File: src/rtl/mem_stage_lsu.sv
// MEM-stage load/store unit.
// Turns byte/half/word loads and stores into accesses on a word-addressed data
// memory (asynchronous read, synchronous write). Sub-word stores are done as a
// read-modify-write: one stall cycle reads and merges the word, and the next
// cycle writes it. MEM/WB outputs and the misalignment fault are registered.
//
// Ports:
//   clk_i, reset_i            clock, synchronous active-high reset
//   ex_*_i                    EX/MEM pipeline register contents
//   dm_rd_enable_o/address_o  memory read request (combinational)
//   dm_rd_data_i              memory read data (combinational from address)
//   dm_wr_enable_o/address_o/data_o  memory write request (lands at the edge)
//   stall_o                   hold EX/MEM and earlier stages this cycle
//   wb_*_o                    MEM/WB pipeline register contents
//   misalign_fault_o          one-cycle pulse, aligned with wb_valid_o
module mem_stage_lsu #(
  parameter int unsigned ADDR_W = 10
) (
  input  logic              clk_i,
  input  logic              reset_i,
  input  logic              ex_valid_i,
  input  logic              ex_mem_read_i,
  input  logic              ex_mem_write_i,
  input  logic [1:0]        ex_size_i,
  input  logic              ex_signed_i,
  input  logic [31:0]       ex_addr_i,
  input  logic [31:0]       ex_store_data_i,
  input  logic [31:0]       ex_alu_result_i,
  input  logic              ex_reg_write_i,
  input  logic [4:0]        ex_dest_reg_i,
  output logic              dm_rd_enable_o,
  output logic [ADDR_W-1:0] dm_rd_address_o,
  input  logic [31:0]       dm_rd_data_i,
  output logic              dm_wr_enable_o,
  output logic [ADDR_W-1:0] dm_wr_address_o,
  output logic [31:0]       dm_wr_data_o,
  output logic              stall_o,
  output logic              wb_valid_o,
  output logic              wb_reg_write_o,
  output logic [4:0]        wb_dest_reg_o,
  output logic [31:0]       wb_data_o,
  output logic              misalign_fault_o
);

  typedef enum logic [0:0] {StIdle, StMerge} state_e;

  state_e            state_q, state_d;
  logic [ADDR_W-1:0] hold_addr_q, hold_addr_d;
  logic [31:0]       hold_data_q, hold_data_d;
  logic              wb_valid_q, wb_valid_d;
  logic              wb_reg_write_q, wb_reg_write_d;
  logic [4:0]        wb_dest_q, wb_dest_d;
  logic [31:0]       wb_data_q, wb_data_d;
  logic              fault_q, fault_d;

  logic              is_store, is_load, is_word, is_half;
  logic              misaligned, sub_store;
  logic [ADDR_W-1:0] word_addr;
  logic [4:0]        shamt;
  logic [31:0]       rd_shifted, load_data, lane_mask, store_lane, merged_data;

  // Access decode. A load with write also set is treated as a store.
  always_comb begin
    is_store   = ex_mem_write_i;
    is_load    = ex_mem_read_i & ~ex_mem_write_i;
    is_word    = ex_size_i[1];
    is_half    = (ex_size_i == 2'b01);
    misaligned = (is_store | is_load) &
                 ((is_half & ex_addr_i[0]) | (is_word & (ex_addr_i[1:0] != 2'b00)));
    sub_store  = ex_valid_i & is_store & ~is_word & ~misaligned;
    word_addr  = ex_addr_i[ADDR_W+1:2];
    shamt      = {ex_addr_i[1:0], 3'b000};
  end

  // Lane extraction for loads and lane merge for sub-word stores.
  always_comb begin
    rd_shifted = dm_rd_data_i >> shamt;
    if (is_word) begin
      load_data = dm_rd_data_i;
    end else if (is_half) begin
      load_data = {{16{ex_signed_i & rd_shifted[15]}}, rd_shifted[15:0]};
    end else begin
      load_data = {{24{ex_signed_i & rd_shifted[7]}}, rd_shifted[7:0]};
    end
    lane_mask   = (is_half ? 32'h0000_FFFF : 32'h0000_00FF) << shamt;
    store_lane  = (ex_store_data_i << shamt) & lane_mask;
    merged_data = (dm_rd_data_i & ~lane_mask) | store_lane;
  end

  // FSM state register plus all pipeline registers.
  always_ff @(posedge clk_i) begin
    if (reset_i) begin
      state_q        <= StIdle;
      hold_addr_q    <= '0;
      hold_data_q    <= '0;
      wb_valid_q     <= 1'b0;
      wb_reg_write_q <= 1'b0;
      wb_dest_q      <= '0;
      wb_data_q      <= '0;
      fault_q        <= 1'b0;
    end else begin
      state_q        <= state_d;
      hold_addr_q    <= hold_addr_d;
      hold_data_q    <= hold_data_d;
      wb_valid_q     <= wb_valid_d;
      wb_reg_write_q <= wb_reg_write_d;
      wb_dest_q      <= wb_dest_d;
      wb_data_q      <= wb_data_d;
      fault_q        <= fault_d;
    end
  end

  // Next-state logic.
  always_comb begin
    state_d = state_q;
    case (state_q)
      StIdle:  if (sub_store) state_d = StMerge;
      StMerge: state_d = StIdle;
      default: state_d = StIdle;
    endcase
  end

  // Memory-side outputs and stall (combinational).
  always_comb begin
    dm_rd_enable_o  = 1'b0;
    dm_rd_address_o = word_addr;
    dm_wr_enable_o  = 1'b0;
    dm_wr_address_o = word_addr;
    dm_wr_data_o    = ex_store_data_i;
    stall_o         = 1'b0;
    if (!reset_i) begin
      if (state_q == StMerge) begin
        // ex_* is ignored here; the write comes entirely from the holding regs.
        dm_wr_enable_o  = 1'b1;
        dm_wr_address_o = hold_addr_q;
        dm_wr_data_o    = hold_data_q;
      end else if (ex_valid_i && !misaligned) begin
        if (is_load) begin
          dm_rd_enable_o = 1'b1;
        end else if (is_store) begin
          if (is_word) begin
            dm_wr_enable_o = 1'b1;
          end else begin
            dm_rd_enable_o = 1'b1;
            stall_o        = 1'b1;
          end
        end
      end
    end
  end

  // Holding register and MEM/WB next values. Stores report the written word
  // on wb_data with destination 0; they never write a register.
  always_comb begin
    hold_addr_d    = hold_addr_q;
    hold_data_d    = hold_data_q;
    wb_valid_d     = 1'b0;
    wb_reg_write_d = 1'b0;
    wb_dest_d      = '0;
    wb_data_d      = '0;
    fault_d        = 1'b0;
    if (state_q == StMerge) begin
      wb_valid_d = 1'b1;
      wb_data_d  = hold_data_q;
    end else if (ex_valid_i) begin
      if (misaligned) begin
        wb_valid_d = 1'b1;
        fault_d    = 1'b1;
      end else if (is_store) begin
        if (is_word) begin
          wb_valid_d = 1'b1;
          wb_data_d  = ex_store_data_i;
        end else begin
          // First half of the read-modify-write: MEM/WB gets a bubble.
          hold_addr_d = word_addr;
          hold_data_d = merged_data;
        end
      end else begin
        wb_valid_d     = 1'b1;
        wb_reg_write_d = ex_reg_write_i & (ex_dest_reg_i != 5'd0);
        wb_dest_d      = ex_dest_reg_i;
        wb_data_d      = is_load ? load_data : ex_alu_result_i;
      end
    end
  end

  assign wb_valid_o       = wb_valid_q;
  assign wb_reg_write_o   = wb_reg_write_q;
  assign wb_dest_reg_o    = wb_dest_q;
  assign wb_data_o        = wb_data_q;
  assign misalign_fault_o = fault_q;

endmodule

File: config.mk
export PLATFORM = sky130hd
export DESIGN_NAME = mem_stage_lsu
export DESIGN_NICKNAME = d
export VERILOG_FILES = /design/src/rtl/mem_stage_lsu.sv
export SDC_FILE = /design/constraint.sdc
export NUM_CORES = 1
export LEC_CHECK = 0
export BUFFER_PORTS_ARGS = -buffer_cell sky130_fd_sc_hd__buf_2
export CAP_MARGIN = 5
export CORE_MARGIN = 3
export CORE_UTILIZATION = 42
export CTS_CLUSTER_SIZE = 12
export DETAILED_ROUTE_END_ITERATION = 16
export GPL_TIMING_DRIVEN = 0
export PLACE_DENSITY = 0.76
export SLEW_MARGIN = 20
export SYNTH_ARGS = -nofsm -noshare
export SYNTH_HDL_FRONTEND = slang
export SYNTH_SLANG_ARGS = --single-unit
File: constraint.sdc
create_clock -name clk_i -period 1.68 [get_ports clk_i]
set_input_delay 0.168 -clock clk_i [delete_from_list [all_inputs] [get_ports clk_i]]
set_output_delay 0.168 -clock clk_i [all_outputs]
set_load 0.02 [all_outputs]
== Word level (Yosys, flattened, before mapping) ==
Index checks and enable logic that the tools add are counted.

* Bits in registers: 83
* Bits of input ports: 142
* Output and inout port bits: 95
* Word-level logic and storage cells: 76

* Equality and inequality tests: 1
* Shifts and indexed selects: 3
* Multiplexer cells: 36
* Bitwise gates (word level): 21
* Reduce and logical (&&, ||, !) cells: 7

{| class="wikitable"
|+ Operators with widths
! kind !! count
|-
| $mux W32 || 10
|-
| $and A32 B32 Y32 || 2
|-
| $not A32 Y32 || 1
|-
| $or A32 B32 Y32 || 1
|-
| $shl A16 B5 Y32 || 1
|-
| $shl A32 B5 Y32 || 1
|-
| $shr A32 B5 Y16 || 1
|-
| $mux W1 || 22
|-
| $mux W10 || 2
|-
| $mux W16 || 1
|-
| $and A1 B1 Y1 || 10
|-
| $not A1 Y1 || 5
|-
| $reduce_and A5 Y1 || 1
|-
| $reduce_bool A5 Y1 || 1
|-
| $reduce_or A5 Y1 || 1
|-
| $reduce_or A3 Y1 || 1
|-
| $eq A2 B1 Y1 const B || 1
|-
| $or A1 B1 Y1 || 2
|-
| $pmux W1 S2 || 1
|-
| $reduce_bool A2 Y1 || 1
|-
| $logic_and A1 B1 Y1 || 1
|-
| $logic_not A1 Y1 || 1
|}

== Longest topological paths before layout ==
* Depth in word-level cells: 9
* Mapped depth: 8
* Depth with buffers taken out: 5

== Worst setup path after synthesis ==
No wires, ideal clock.

* Path type: input to output
* Start: in ex_size_i[1]
* End: out dm_wr_enable_o
* Data arrival time: 1.459 ns
* Data required time: 1.512 ns
* Setup slack: 0.053 ns
* Stages: 6
* Buffers on the path: 3
* Cells stage by stage: buf_2 clkbuf_1 and2_1 clkbuf_1 a31oi_1 nor2_1

* Longest elaborated chain between the ends: 9
* Elaborated cells on any way between the ends: 13
* Those cells by class: 1 x eq/ne; 6 x mux; 4 x bitwise; 2 x reduce/logical

{| class="wikitable"
|+ RTL lines
! item !! line !! source
|-
| start: declaration || 24 || <nowiki>input logic [1:0] ex_size_i,</nowiki>
|-
| $eq A2 B1 Y1 || 67 || <nowiki>is_half = (ex_size_i == 2'b01);</nowiki>
|-
| $and A1 B1 Y1 || 69 || <nowiki>((is_half & ex_addr_i[0]) | (is_word & (ex_addr_i[1:0] != 2'b00)));</nowiki>
|-
| $or A1 B1 Y1 || 69 ||
|-
| $and A1 B1 Y1 || 68 || <nowiki>misaligned = (is_store | is_load) &</nowiki>
|-
| $logic_not A1 Y1 || 137 || <nowiki>end else if (ex_valid_i && !misaligned) begin</nowiki>
|-
| $logic_and A1 B1 Y1 || 137 ||
|-
| $mux W1 * || 137 ||
|-
| $mux W1 * || 132 || <nowiki>if (state_q == StMerge) begin</nowiki>
|-
| $mux W1 * || 131 || <nowiki>if (!reset_i) begin</nowiki>
|-
| end: declaration || 34 || <nowiki>output logic dm_wr_enable_o,</nowiki>
|}

Mark *: on every way between the ends. The rest lies on a longest branch, timed or not.

== Worst setup path after layout ==
* Start: reg state_q
* End: out dm_wr_data_o[21]

* Longest elaborated chain between the ends: 2

{| class="wikitable"
|+ RTL lines
! item !! line !! source
|-
| start: declaration || 47 || <nowiki>state_e state_q, state_d;</nowiki>
|-
| start signal: assignment || 93 || <nowiki>state_q <= StIdle;</nowiki>
|-
| start signal: assignment || 102 || <nowiki>state_q <= state_d;</nowiki>
|-
| $mux W32 || 132 ||
|-
| $mux W32 || 131 ||
|-
| end: declaration || 36 || <nowiki>output logic [31:0] dm_wr_data_o,</nowiki>
|}

No other way between the ends.

==> results.tsv <==
metric	value	unit
status	finished, violations left	
failing checks	negative setup slack	
post-DP HPWL	15100	um
Final ANT Viol Nets	0	
EDFF count, synth	0	
path type of the worst min-delay path	input pin to flop	
worst reg2reg path depth	5	
Internal	3710	uW
nets	1026	
Reg power frac	0.383	
pin count of the biggest net entering global routing	16	
global-route wire length before repair	30100	um
vias in the first global route	5683	
Hold Buf Count CTS	0	
worst hold margin	0.0282	ns
Slowest-stage cell, CP	dfxtp_4	
CP Max Fanout	9	
CP required	1.51	ns
final setup fails	11	
VDD IR-drop max	586	uV
CTS tree	yes	
Net Sw Frac	0.312	
clock root buffer	clkbuf_16	
Num CTS Buffers	9	
Yosys warnings	0	
setup slack, reg-to-reg	0.12	ns
fillers	1034	
Syn-to-layout area delta	44.7	%
DRC	0	
worst setup margin	-0.0345	ns
worst relative slew slack	0.473	
Psw	1680	uW
DR iter-0 viols	612	
Synth cell types	43	
critical path arrival	1.55	ns
max-slew violations	0	
via/cell ratio	5.85	
Worst Setup Path Type	flop to output pin	
Clock Skew	0.0100	ns
Hold Crit Depth	2	
clk sinks	83	
overflow left after global routing	0	
Worst Tran Pin Value	0.791	ns
worst reg2reg endpoint	hold_data_q[4]$_SDFFE_PP0P_	
crit start category	flop	
number of instances in the placed design	1005	
max frequency	583	MHz
min Tclk post-route	1.71	ns
critical-path cell list	nor2b_4 -> clkbuf_16 -> clkbuf_16 -> nand2_1 -> nand2_1 -> buf_6	
die width	113	um
Tcrit/Tclk final	1.02	
synthesized area per cell	7.31	um^2
Worst R2R Start	state_q$_SDFF_PP0_	
drt pass-1 iters	5	
Core ar.	11000	um^2
Rows	38	
cell count after synthesis	652	
Reg clk slew, reported paths	0.07	ns
Comb pwr share	0.235	
Port Buffers	213	
WHS Endpoint	wb_dest_reg_o[3]$_SDFF_PP0_	
H-tree depth	3	
vias post-DR	6030	
total of max-cap violations	0	
crit-path max cell delay	0.38	ns
ys async rst share	0	
RSZ-0062 raised after global routing	yes	
routed wire length per instance	19.6	um
I/O pins	237	
power density over the cells	781	nW/um^2
die area	12700	um^2
Seq cells post-synth	83	
mapped cell area	4770	um^2
final core area utilization	0.628	
sequential element share of the synthesized area	0.348	
DRT Wirelength	20200	um
RePlAce Congestion	0.969	
Setup WS pre-CTS	-0.544	ns
GR Util All Layers	0.300	
Clk pwr share	0.383	
Pleak	0.00322	uW
top_reg_cell synth	dfxtp_1	
Hold Fails Final Rpt	0	
worst-skew pair later-pin latency	0.35	ns
Post-Layout Cell Count	1030	
share of cells above drive strength 1	0.385	
clock tree buffer depth	2	
Crit. End Element	output pin	
Pwr Total	5390	uW
effective utilization at floorplan	0.434	
worst hold start	ex_dest_reg_i[3]	
syn_nets	794	
Die Y-Extent	113	um
initial antenna violation count	1	
state kept, by name, indices dropped and copies added (netlist names):
name              cells
wb_reg_write_o        1
hold_data_q          32
state_q               1
wb_valid_o            1
misalign_fault_o      1
wb_data_o            32
wb_dest_reg_o         5
hold_addr_q          10
synth_stat cells (4+ instances only):
cell,instances,area share
buf_4,10,0.016
o21ai_0,41,0.043
a2bb2oi_1,7,0.013
dfxtp_1,83,0.35
buf_2,9,0.0094
nor2_1,38,0.030
a32o_1,5,0.010
o22ai_1,4,0.0052
a21oi_1,55,0.058
nand2b_1,11,0.014
nor3_1,5,0.0052
clkbuf_1,40,0.031
a311oi_1,8,0.015
a221oi_2,10,0.031
o211ai_1,23,0.036
nand2_1,198,0.16
mux2i_1,17,0.036
a22o_1,12,0.022
and2_1,6,0.0079
a221oi_1,13,0.024
o21ai_1,10,0.010
o221a_2,7,0.017
inv_1,8,0.0063
per-layer routing:
layer | vias to the layer above | part of all wire | wire length, um | GRT usage
li1 | 2777 | - | - | -
met1 | 2808 | 0.39 | 7860 | 0.389
met2 | 377 | 0.47 | 9470 | 0.492
met3 | 68 | 0.10 | 2110 | 0.0582
met4 | 0 | 0.035 | 711 | 0.111
met5 | - | 0 | 0 | 0
per-stage QoR:
stage | cell area, um^2 | TNS [ns]
finish | 6900 | -0.167
global route | 6900 | -1.44
CTS | 6520 | -0.296
detailed placement | 6010 | -34.75
global placement | 6010 | -35.55
floorplan | 4770 | 0
repair_timing:
action                                  4_1_cts  5_1_grt
buffers inserted                              3        4
gates cloned                                  0        3
endpoints found under the hold margin         0        0
gates resized for setup                      63      113
pin swaps                                     2        9
endpoints found under the setup margin       71      101
final cells by class:
cell class	instances	area, um^2	area share
Clock inverter	7	73.8	0.0107
Tap cell	140	175	0.0254
Antenna cell	1	2.50	0.000363
Inverter	8	30.0	0.00435
Clock buffer	9	225	0.0326
Buffer	62	430	0.0624
Timing Repair Buffer	223	1400	0.202
Sequential cell	83	1670	0.241
Multi-Input combinational cell	497	2900	0.421
worst max-delay path, delay by kind of cell, from the launching register on:
family	cells	cell delay (ns)
and+or+nand+nor	3	0.35
DFF	1	0.38
buffers and inverters	3	0.48
how the worst max path moves through the flow:
stage	start	to	slack [ns]	cells past startpoint
6_report	state_q$_SDFF_PP0_	dm_wr_data_o[21]	-0.03	6
4_1_cts	state_q$_SDFF_PP0_	dm_wr_data_o[4]	-0.03	6
3_5_place_dp	state_q$_SDFF_PP0_	dm_wr_data_o[27]	-0.54	6
3_3_place_gp	state_q$_SDFF_PP0_	dm_wr_data_o[28]	-0.58	6
2_1_floorplan	ex_size_i[1]	dm_wr_enable_o	0.05	6
5_1_grt	state_q$_SDFF_PP0_	dm_wr_data_o[24]	-0.09	6
kinds of logic after synthesis:
family	Yosys count	synth area share
buffers and inverters	72	0.0701
AOI/OAI and AO/OA	209	0.310
DFF	83	0.348
muxes	19	0.0428
and+or+nand+nor	269	0.229
layout by cell type (no fill, tap or decap), types with 12 or more instances in the layout:
cell type,count
buf_6,37
a22o_1,12
a21oi_1,54
buf_2,180
o21ai_0,41
clkbuf_1,19
nand2_1,166
nor2_1,35
a221oi_1,13
dfxtp_1,82
o211ai_1,23
mux2i_1,17
clkbuf_16,13
buf_4,28
nand2_2,30
power groups by stage:
stage | Combinational [uW] | Clock (uW) | Sequential (uW)
floorplan | 610 | 0 | 2140
global placement | 1110 | 0 | 2100
detailed placement | 1110 | 0 | 2100
CTS | 1160 | 2050 | 2060
global route | 1350 | 2150 | 2070
finish | 1260 | 2060 | 2060
(Power assumes the default switching activity.)
